File: src/rtl/median_row_serializer_if.sv
`default_nettype none
// ============================================================================
// Module      : median_row_serializer_if
// Description : Bundles the row-capture and pixel-stream signals of the
//               median row serializer.
//               slave  - serializer side (accepts rows, drives pixels)
//               master - environment side (drives rows, consumes pixels)
// Ports       : row_in/row_valid/row_ready  - parallel row handshake
//               pix_out/pix_valid/pix_ready - serial pixel handshake
//               pix_first/pix_last          - row boundary markers
//               rows_sent                   - wrapping count of sent rows
// Revision    : 1.0 - initial release
// ============================================================================
interface median_row_serializer_if #(
    parameter int SIZE  = 100,
    parameter int CNT_W = 16
);
    logic [SIZE-2:0][7:0] row_in;
    logic                 row_valid;
    logic                 row_ready;
    logic [7:0]           pix_out;
    logic                 pix_valid;
    logic                 pix_ready;
    logic                 pix_first;
    logic                 pix_last;
    logic [CNT_W-1:0]     rows_sent;

    modport slave (
        input  row_in, row_valid, pix_ready,
        output row_ready, pix_out, pix_valid, pix_first, pix_last, rows_sent
    );

    modport master (
        output row_in, row_valid, pix_ready,
        input  row_ready, pix_out, pix_valid, pix_first, pix_last, rows_sent
    );
endinterface
`default_nettype wire

File: src/rtl/median_row_serializer.sv
`default_nettype none
// ============================================================================
// Module      : median_row_serializer
// Description : Captures one filtered row (SIZE-2 valid 8-bit medians) in a
//               single cycle and streams it out one pixel per cycle over a
//               valid/ready interface with first/last markers and a wrapping
//               count of fully transmitted rows.
// Ports       : clk  - system clock, rising edge
//               rst  - synchronous active-high reset
//               bus  - median_row_serializer_if.slave (row in, pixels out)
// Options     : MEDIAN_BORDER_PAD_EN - when defined each row is padded to
//               SIZE beats by replicating the first and last medians.
// Revision    : 1.0 - initial release
// ============================================================================
module median_row_serializer #(
    parameter int SIZE  = 100,
    parameter int CNT_W = 16
) (
    input  wire logic clk,
    input  wire logic rst,
    median_row_serializer_if.slave bus
);

    localparam int NVAL = SIZE - 2;
`ifdef MEDIAN_BORDER_PAD_EN
    localparam int NBEATS = SIZE;
`else
    localparam int NBEATS = SIZE - 2;
`endif
    localparam int               IDX_W    = $clog2(NBEATS);
    localparam logic [IDX_W-1:0] LAST_IDX = IDX_W'(NBEATS - 1);

    typedef enum logic [0:0] {
        IDLE = 1'b0,
        SEND = 1'b1
    } state_t;

    state_t           state_q;
    logic [IDX_W-1:0] idx_q;
    logic [CNT_W-1:0] rows_sent_q;
    logic [7:0]       bank_q [NVAL];

    logic             valid_d;
    logic             last_beat_d;
    logic             accept_d;
    logic [IDX_W-1:0] sel_d;
    logic [7:0]       pix_sel_d;

    // The top entry of row_in is never driven by the filter.
    logic [7:0] unused_top_entry;
    assign unused_top_entry = bus.row_in[SIZE-2];

    assign valid_d     = (state_q == SEND);
    assign last_beat_d = (idx_q == LAST_IDX);

    // Second term lets the next row load on the final handshake so rows
    // follow each other with no idle cycle.
    assign bus.row_ready = (state_q == IDLE) ||
                           (valid_d && bus.pix_ready && last_beat_d);
    assign accept_d      = bus.row_valid && bus.row_ready;

    // Map beat index to holding-bank entry.
    always_comb begin
        sel_d = idx_q;
`ifdef MEDIAN_BORDER_PAD_EN
        // Beat 0 and the final beat replicate the edge medians; the
        // beats in between are shifted down by one.
        if (idx_q == '0) begin
            sel_d = '0;
        end else if (idx_q == LAST_IDX) begin
            sel_d = IDX_W'(NVAL - 1);
        end else begin
            sel_d = idx_q - IDX_W'(1);
        end
`endif
        pix_sel_d = 8'h00;
        for (int i = 0; i < NVAL; i++) begin
            if (sel_d == IDX_W'(i)) begin
                pix_sel_d = bank_q[i];
            end
        end
    end

    assign bus.pix_valid = valid_d;
    assign bus.pix_out   = valid_d ? pix_sel_d : 8'h00;
    assign bus.pix_first = valid_d && (idx_q == '0);
    assign bus.pix_last  = valid_d && last_beat_d;
    assign bus.rows_sent = rows_sent_q;

    always_ff @(posedge clk) begin
        if (rst) begin
            state_q     <= IDLE;
            idx_q       <= '0;
            rows_sent_q <= '0;
        end else begin
            case (state_q)
                IDLE: begin
                    if (accept_d) begin
                        state_q <= SEND;
                        idx_q   <= '0;
                    end
                end
                SEND: begin
                    if (bus.pix_ready) begin
                        if (!last_beat_d) begin
                            idx_q <= idx_q + IDX_W'(1);
                        end else begin
                            rows_sent_q <= rows_sent_q + CNT_W'(1);
                            idx_q       <= '0;
                            // row_ready is high here, so row_valid alone
                            // means the next row is being accepted.
                            if (!bus.row_valid) begin
                                state_q <= IDLE;
                            end
                        end
                    end
                end
                default: begin
                    state_q <= IDLE;
                end
            endcase
        end
    end

    // Holding bank carries no reset; its contents only matter after a load.
    always_ff @(posedge clk) begin
        if (accept_d) begin
            for (int i = 0; i < NVAL; i++) begin
                bank_q[i] <= bus.row_in[i];
            end
        end
    end

endmodule
`default_nettype wire

File: src/flat_wrapper.sv
// flat-port wrapper written by rule: the top's interface ports become plain ports
module median_row_serializer_flat 
#(
    parameter int SIZE  = 100,
    parameter int CNT_W = 16
)
  (clk, rst, bus_row_in, bus_row_valid, bus_pix_ready, bus_row_ready, bus_pix_out, bus_pix_valid, bus_pix_first, bus_pix_last, bus_rows_sent);
  median_row_serializer_if #(.SIZE(SIZE), .CNT_W(CNT_W)) bus_i ();
  input  wire logic clk;
  input  wire logic rst;
  input wire logic [$bits(bus_i.row_in)-1:0] bus_row_in;
  input wire logic [$bits(bus_i.row_valid)-1:0] bus_row_valid;
  input wire logic [$bits(bus_i.pix_ready)-1:0] bus_pix_ready;
  output wire logic [$bits(bus_i.row_ready)-1:0] bus_row_ready;
  output wire logic [$bits(bus_i.pix_out)-1:0] bus_pix_out;
  output wire logic [$bits(bus_i.pix_valid)-1:0] bus_pix_valid;
  output wire logic [$bits(bus_i.pix_first)-1:0] bus_pix_first;
  output wire logic [$bits(bus_i.pix_last)-1:0] bus_pix_last;
  output wire logic [$bits(bus_i.rows_sent)-1:0] bus_rows_sent;
  assign bus_i.row_in = bus_row_in;
  assign bus_i.row_valid = bus_row_valid;
  assign bus_i.pix_ready = bus_pix_ready;
  assign bus_row_ready = bus_i.row_ready;
  assign bus_pix_out = bus_i.pix_out;
  assign bus_pix_valid = bus_i.pix_valid;
  assign bus_pix_first = bus_i.pix_first;
  assign bus_pix_last = bus_i.pix_last;
  assign bus_rows_sent = bus_i.rows_sent;
  median_row_serializer #(.SIZE(SIZE), .CNT_W(CNT_W)) u_core (.clk(clk), .rst(rst), .bus(bus_i));
endmodule
File: config.mk
export PLATFORM = sky130hd
export DESIGN_NAME = median_row_serializer_flat
export DESIGN_NICKNAME = d
export VERILOG_FILES = /design/src/rtl/median_row_serializer_if.sv /design/src/rtl/median_row_serializer.sv /design/src/flat_wrapper.sv
export SDC_FILE = /design/constraint.sdc
export NUM_CORES = 1
export LEC_CHECK = 0
export CAP_MARGIN = 40
export CORE_MARGIN = 5
export CORE_UTILIZATION = 30
export CTS_CLUSTER_DIAMETER = 200
export DETAILED_ROUTE_END_ITERATION = 6
export PLACE_DENSITY = 0.6
export SETUP_SLACK_MARGIN = 0.05
export SLEW_MARGIN = 40
export SYNTH_ARGS = -nofsm -noshare
export SYNTH_HDL_FRONTEND = slang
export SYNTH_SLANG_ARGS = --single-unit
File: constraint.sdc
create_clock -name clk -period 112.1 [get_ports clk]
set_clock_uncertainty 0.15 [all_clocks]
set_input_delay 16.815 -clock clk [delete_from_list [all_inputs] [get_ports clk]]
set_output_delay 16.815 -clock clk [all_outputs]
set_load 0.005 [all_outputs]
After elaboration in Yosys (flattened, before gate mapping)

Memory sizes are Yosys's and may differ from the RTL's.
Cells that the tools add are included.

Flip-flop bits (word level): 24
Bits in writable memories: 784
Bits of input ports: 796
Output and inout bits: 28
Logic and storage cells: 224
Memories: 1

Memory list:

| name          | depth | bits a word | rd ports | clocked after Yosys merged registers in | write ports | RTL line                    | source |
|---|---|---|---|---|---|---|---|
| u_core.bank_q | 98    | 8           | 98       | 0                                       | 98          | median_row_serializer.sv:41 | `logic [7:0] bank_q [NVAL];` |

$add $sub $neg: 2
Equality and inequality tests: 99
Multiplexer cells: 109
Bitwise operators: 1
Reductions and logical operators: 9

Operator list:

| kind                                                                   | count |
|---|---|
| 8-bit 2-to-1 mux                                                       | 99 |
| 7-bit equality test (second input constant)                            | 34 |
| 7-bit by 6-bit equality test with 1-bit output (second input constant) | 32 |
| 7-bit by 5-bit equality test with 1-bit output (second input constant) | 16 |
| 7-bit by 4-bit equality test with 1-bit output (second input constant) | 8 |
| 7-bit by 3-bit equality test with 1-bit output (second input constant) | 4 |
| 7-bit 2-to-1 mux                                                       | 3 |
| 16-bit by 1-bit adder with 16-bit output (second input constant)       | 1 |
| 7-bit by 2-bit equality test with 1-bit output (second input constant) | 2 |
| 7-bit case mux with 2 select lines                                     | 1 |
| 7-bit by 1-bit adder with 7-bit output (second input constant)         | 1 |
| 7-bit by 1-bit equality test with 1-bit output (second input constant) | 1 |
| 7-bit zero test                                                        | 1 |
| 1-bit logical AND                                                      | 5 |
| 1-bit 2-to-1 mux                                                       | 5 |
| 3-bit AND reduction                                                    | 1 |
| 2-bit by 1-bit != test with 1-bit output (second input constant)       | 1 |
| 2-bit != test (second input constant)                                  | 1 |
| 1-bit case mux with 2 select lines                                     | 1 |
| 2-bit AND reduction                                                    | 1 |
| 1-bit logical OR                                                       | 1 |
| 1-bit inverter                                                         | 1 |

Depth between registers and ports, before layout

Word-level depth: 100
Depth in mapped cells: 15
Gate-level depth less buffers: 10

Least setup slack after synthesis

No wires, ideal clock.

Kind: in2reg
Start: in bus_pix_ready
End: mem u_core.bank_q[0][0] (enable)
Setup time: 1.956 ns
Arrival time: 49.323 ns
Required time: 109.994 ns
Setup slack: 60.671 ns
Cell stages on the path: 2
Cells stage by stage: a21boi_0 -> nor2_1

RTL lines:

| what               | RTL line                    | source |
|---|---|---|
| start: declaration | flat_wrapper.sv:13          | `input wire logic [$bits(bus_i.pix_ready)-1:0] bus_pix_ready;` |
| end: declaration   | median_row_serializer.sv:41 |  |

Worst setup path after layout

Start: in bus_pix_ready
End: out bus_row_ready

Cells in the longest elaborated chain, start to end: 3

RTL lines:

| what                           | RTL line                    | source |
|---|---|---|
| 1-bit logical AND (2 in a row) | median_row_serializer.sv:59 | `(valid_d && bus.pix_ready && last_beat_d);` |
| 1-bit logical OR               | median_row_serializer.sv:58 | `assign bus.row_ready = (state_q == IDLE) \|\|` |
| end: declaration               | flat_wrapper.sv:14          | `output wire logic [$bits(bus_i.row_ready)-1:0] bus_row_ready;` |

Every way passes these cells.

==> results.sh <==
export IMPL_status="finished, final reports clean"
export IMPL_final_max_slew_violation_count=0
export IMPL_hold_viol=0
export IMPL_worstSetupStartpoint="bus_pix_ready"
export IMPL_final_cell_mix="clkdlybuf4s50_1 (814), edfxtp_1 (784), nand2_1 (219)"
export IMPL_vias_per_cell=5.78
export IMPL_grt_pass1_vias=29180
export IMPL_synth_xor_area_share_pct=0.377
export IMPL_synthSimpleGateAreaFrac_pct=12.8
export IMPL_synth_edf_count=784
export IMPL_vias=29407
export IMPL_post_cts_repair_setup_buffers=0
export IMPL_slew_headroom_pct=36.5
export IMPL_clk_pin_slew_worst_paths_ns=0.06
export IMPL_cts_sinks=808
export IMPL_finalSetupTns_ns=0
export IMPL_antenna_found_initial=63
export IMPL_syn_instance_count=2595
export IMPL_min_from="u_core.bus.rows_sent[10]"
export IMPL_finalCritPeriodShare_pct=31.6
export IMPL_overflow=0
export IMPL_synth_area_mux_share_pct=0.0287
export IMPL_worstSetupPathType="in2out"
export IMPL_cts_repair_resized=0
export IMPL_die_x_um=351
export IMPL_die_y_um=351
export IMPL_cts_tree="built"
export IMPL_initial_core_util_pct=30.1
export IMPL_syn_nets=3396
export IMPL_path_cells="clkdlybuf4s50_1 -> a21boi_0 -> inv_1 -> clkdlybuf4s50_1"
export IMPL_yosys_register_bits=808
export IMPL_power_density_nw_per_um2=15.0
export IMPL_grt_usage_pct=28.6
export IMPL_gp_congestion=0.938
export IMPL_synth_top_family_by_area="compound AO/OA/AOI/OAI gates"
export IMPL_ys_flop_type="edfxtp_1"
export IMPL_ff2ff_path_depth=12
export IMPL_rr_startpoint="u_core.idx_q[1]"
export IMPL_ys_warnings_count=0
export IMPL_drv_cap=0
export IMPL_synth_compound_area_share_pct=15.5
export IMPL_async_reset_ff_share_pct=0
export IMPL_first_iter_violations=3785
export IMPL_critPathRequiredTime_ns=95.13
export IMPL_insertion_delay_ns=0.67
export IMPL_cts_buffers=94
export IMPL_setup_viol=0
export IMPL_power_mw=0.725
export IMPL_leakage_nw=16.2
export IMPL_hpwlAfterDp_um=142000
export IMPL_routedWlPerCell_um=36.2
export IMPL_period_needed_ns=35.41
export IMPL_synth_area_per_cell_um2=13.4
export IMPL_grt_max_degree=165
export IMPL_die_area_um2=123000
export IMPL_max_slew_worst_pin_slew_ns=0.945
export IMPL_final_common_cell="clkdlybuf4s50_1"
export IMPL_cts_root_buf="clkbuf_16"
export IMPL_crit_fanout=4
export IMPL_grt_pass1_wl_um=242000
export IMPL_crit_path_end_kind="output port"
export IMPL_synth_adder_area_share_pct=0.179
export IMPL_drtAntennaViolNets=0
export IMPL_port_buffer_count=815
export IMPL_hold_class="reg2reg"
export IMPL_rsz0062_at_grt="false"
export IMPL_area_delta_synth_final_pct=38.9
export IMPL_synth_seq_area_share_pct=68.9
export IMPL_drc=0
export IMPL_fmax_mhz=28.2
export IMPL_htree_num_levels=3
export IMPL_arrival_ns=18.44
export IMPL_synth_cell_types=98
export IMPL_pin_count=824
export IMPL_synth_area_um2=34900
export IMPL_routed_wl_um=184000
export IMPL_min_path_cells=2
export IMPL_core_area_um2=116000
export IMPL_layout_nets=4250
export IMPL_ir_worst_vdd_mv=0.0100
export IMPL_drive_gt1_share_pct=8.90
export IMPL_fillers=10831
export IMPL_rows=125
export IMPL_drt_pre_antenna_iters=6
export IMPL_hold_ws_ns=0.391
export IMPL_cpMostUsedCell="clkdlybuf4s50_1"
export IMPL_cp_slowest_cell="clkdlybuf4s50_1"
export IMPL_holdBufCountCts=0
export IMPL_clockBufferDepth=3
export IMPL_cpPeakStageDelay_ns=0.56
export IMPL_start_kind="input pin"
[area by class of cell]
| type | instances | area [µm²] | area share [%] |
|---|---|---|---|
| timing repair buffer | 891 | 8850 | 18.3 |
| tap | 1524 | 1910 | 3.94 |
| antenna | 34 | 85.1 | 0.176 |
| sequential | 808 | 24000 | 49.6 |
| clock buffer | 110 | 2430 | 5.02 |
| multi-input combinational | 1627 | 10300 | 21.3 |
| clock inverter | 64 | 726 | 1.50 |
| inverter | 27 | 101 | 0.209 |
[metrics by stage]
step / cells / cell area [µm²] / utilization (%) / setup slack [ns]
after floorplan: 2595 / 34900 / - / 60.67
after global placement: 4870 / 44900 / 38.8 / 76.73
after detailed placement: 4873 / 45100 / 38.9 / 76.72
after CTS: 5047 / 48300 / 41.6 / 76.71
after global routing: 5069 / 48400 / 41.8 / 76.69
final: 5085 / 48400 / 41.8 / 76.69
[critical path: cells and delay by family]
family                 cells  cell delay (ns)
buffers and inverters      3             1.15
AOI/OAI and AO/OA          1             0.48
[Yosys cell counts (36+ instances only)]
library cell | number | area (µm²)
o211ai_1 | 37 | 278
a31oi_1 | 36 | 225
buf_2 | 49 | 245
o221ai_1 | 51 | 447
clkbuf_1 | 52 | 195
edfxtp_1 | 784 | 23500
o22ai_1 | 61 | 382
a21oi_1 | 116 | 581
a221oi_1 | 57 | 499
nor3_1 | 80 | 400
nor2_1 | 209 | 785
o21ai_0 | 107 | 536
nand3_1 | 97 | 485
nand2_1 | 220 | 826
[per-layer routing]
layer / vias up / global-route usage (%) / share of wire [%]
met5: - / 0 / 0.14
met4: 40 / 12.1 / 4.6
met3: 387 / 8.88 / 11
met2: 1968 / 45.9 / 46
met1: 14697 / 35.8 / 38
li1: 12315 / - / -
[path summary, 6_finish.rpt]
kind	end	slack (ns)
worst max-delay path	bus_row_ready	76.69
worst max register to register	u_core.bank_q[1][14]	105.69
worst min register to register	u_core.bus.rows_sent[10]	0.39
worst min-delay path	u_core.bus.rows_sent[10]	0.39
[cells by family (layout without fill, tap and decap cells)]
| logic type | count (synthesis) | in the layout |
|---|---|---|
| muxes | 1 | 1 |
| adders and majority gates | 5 | 5 |
| buffers and inverters | 160 | 1092 |
| DFF | 808 | 808 |
| other | 0 | 34 |
| and+or+nand+nor | 854 | 854 |
| AOI/OAI and AO/OA | 752 | 752 |
| xor gates and xnor gates | 15 | 15 |
[registers in the layout, summed over array words and instances, names as in the netlist]
name,count
u_core.bus.pix_valid,1
u_core.idx_q,7
u_core.bank_q,784
u_core.bus.rows_sent,16
[report_power, final]
part	internal, mW	switching (mW)
clock	0.181	0.135
combinational	0.0280	0.0215
sequential	0.351	0.00844
total	0.560	0.165
(Power assumes the default switching activity.)
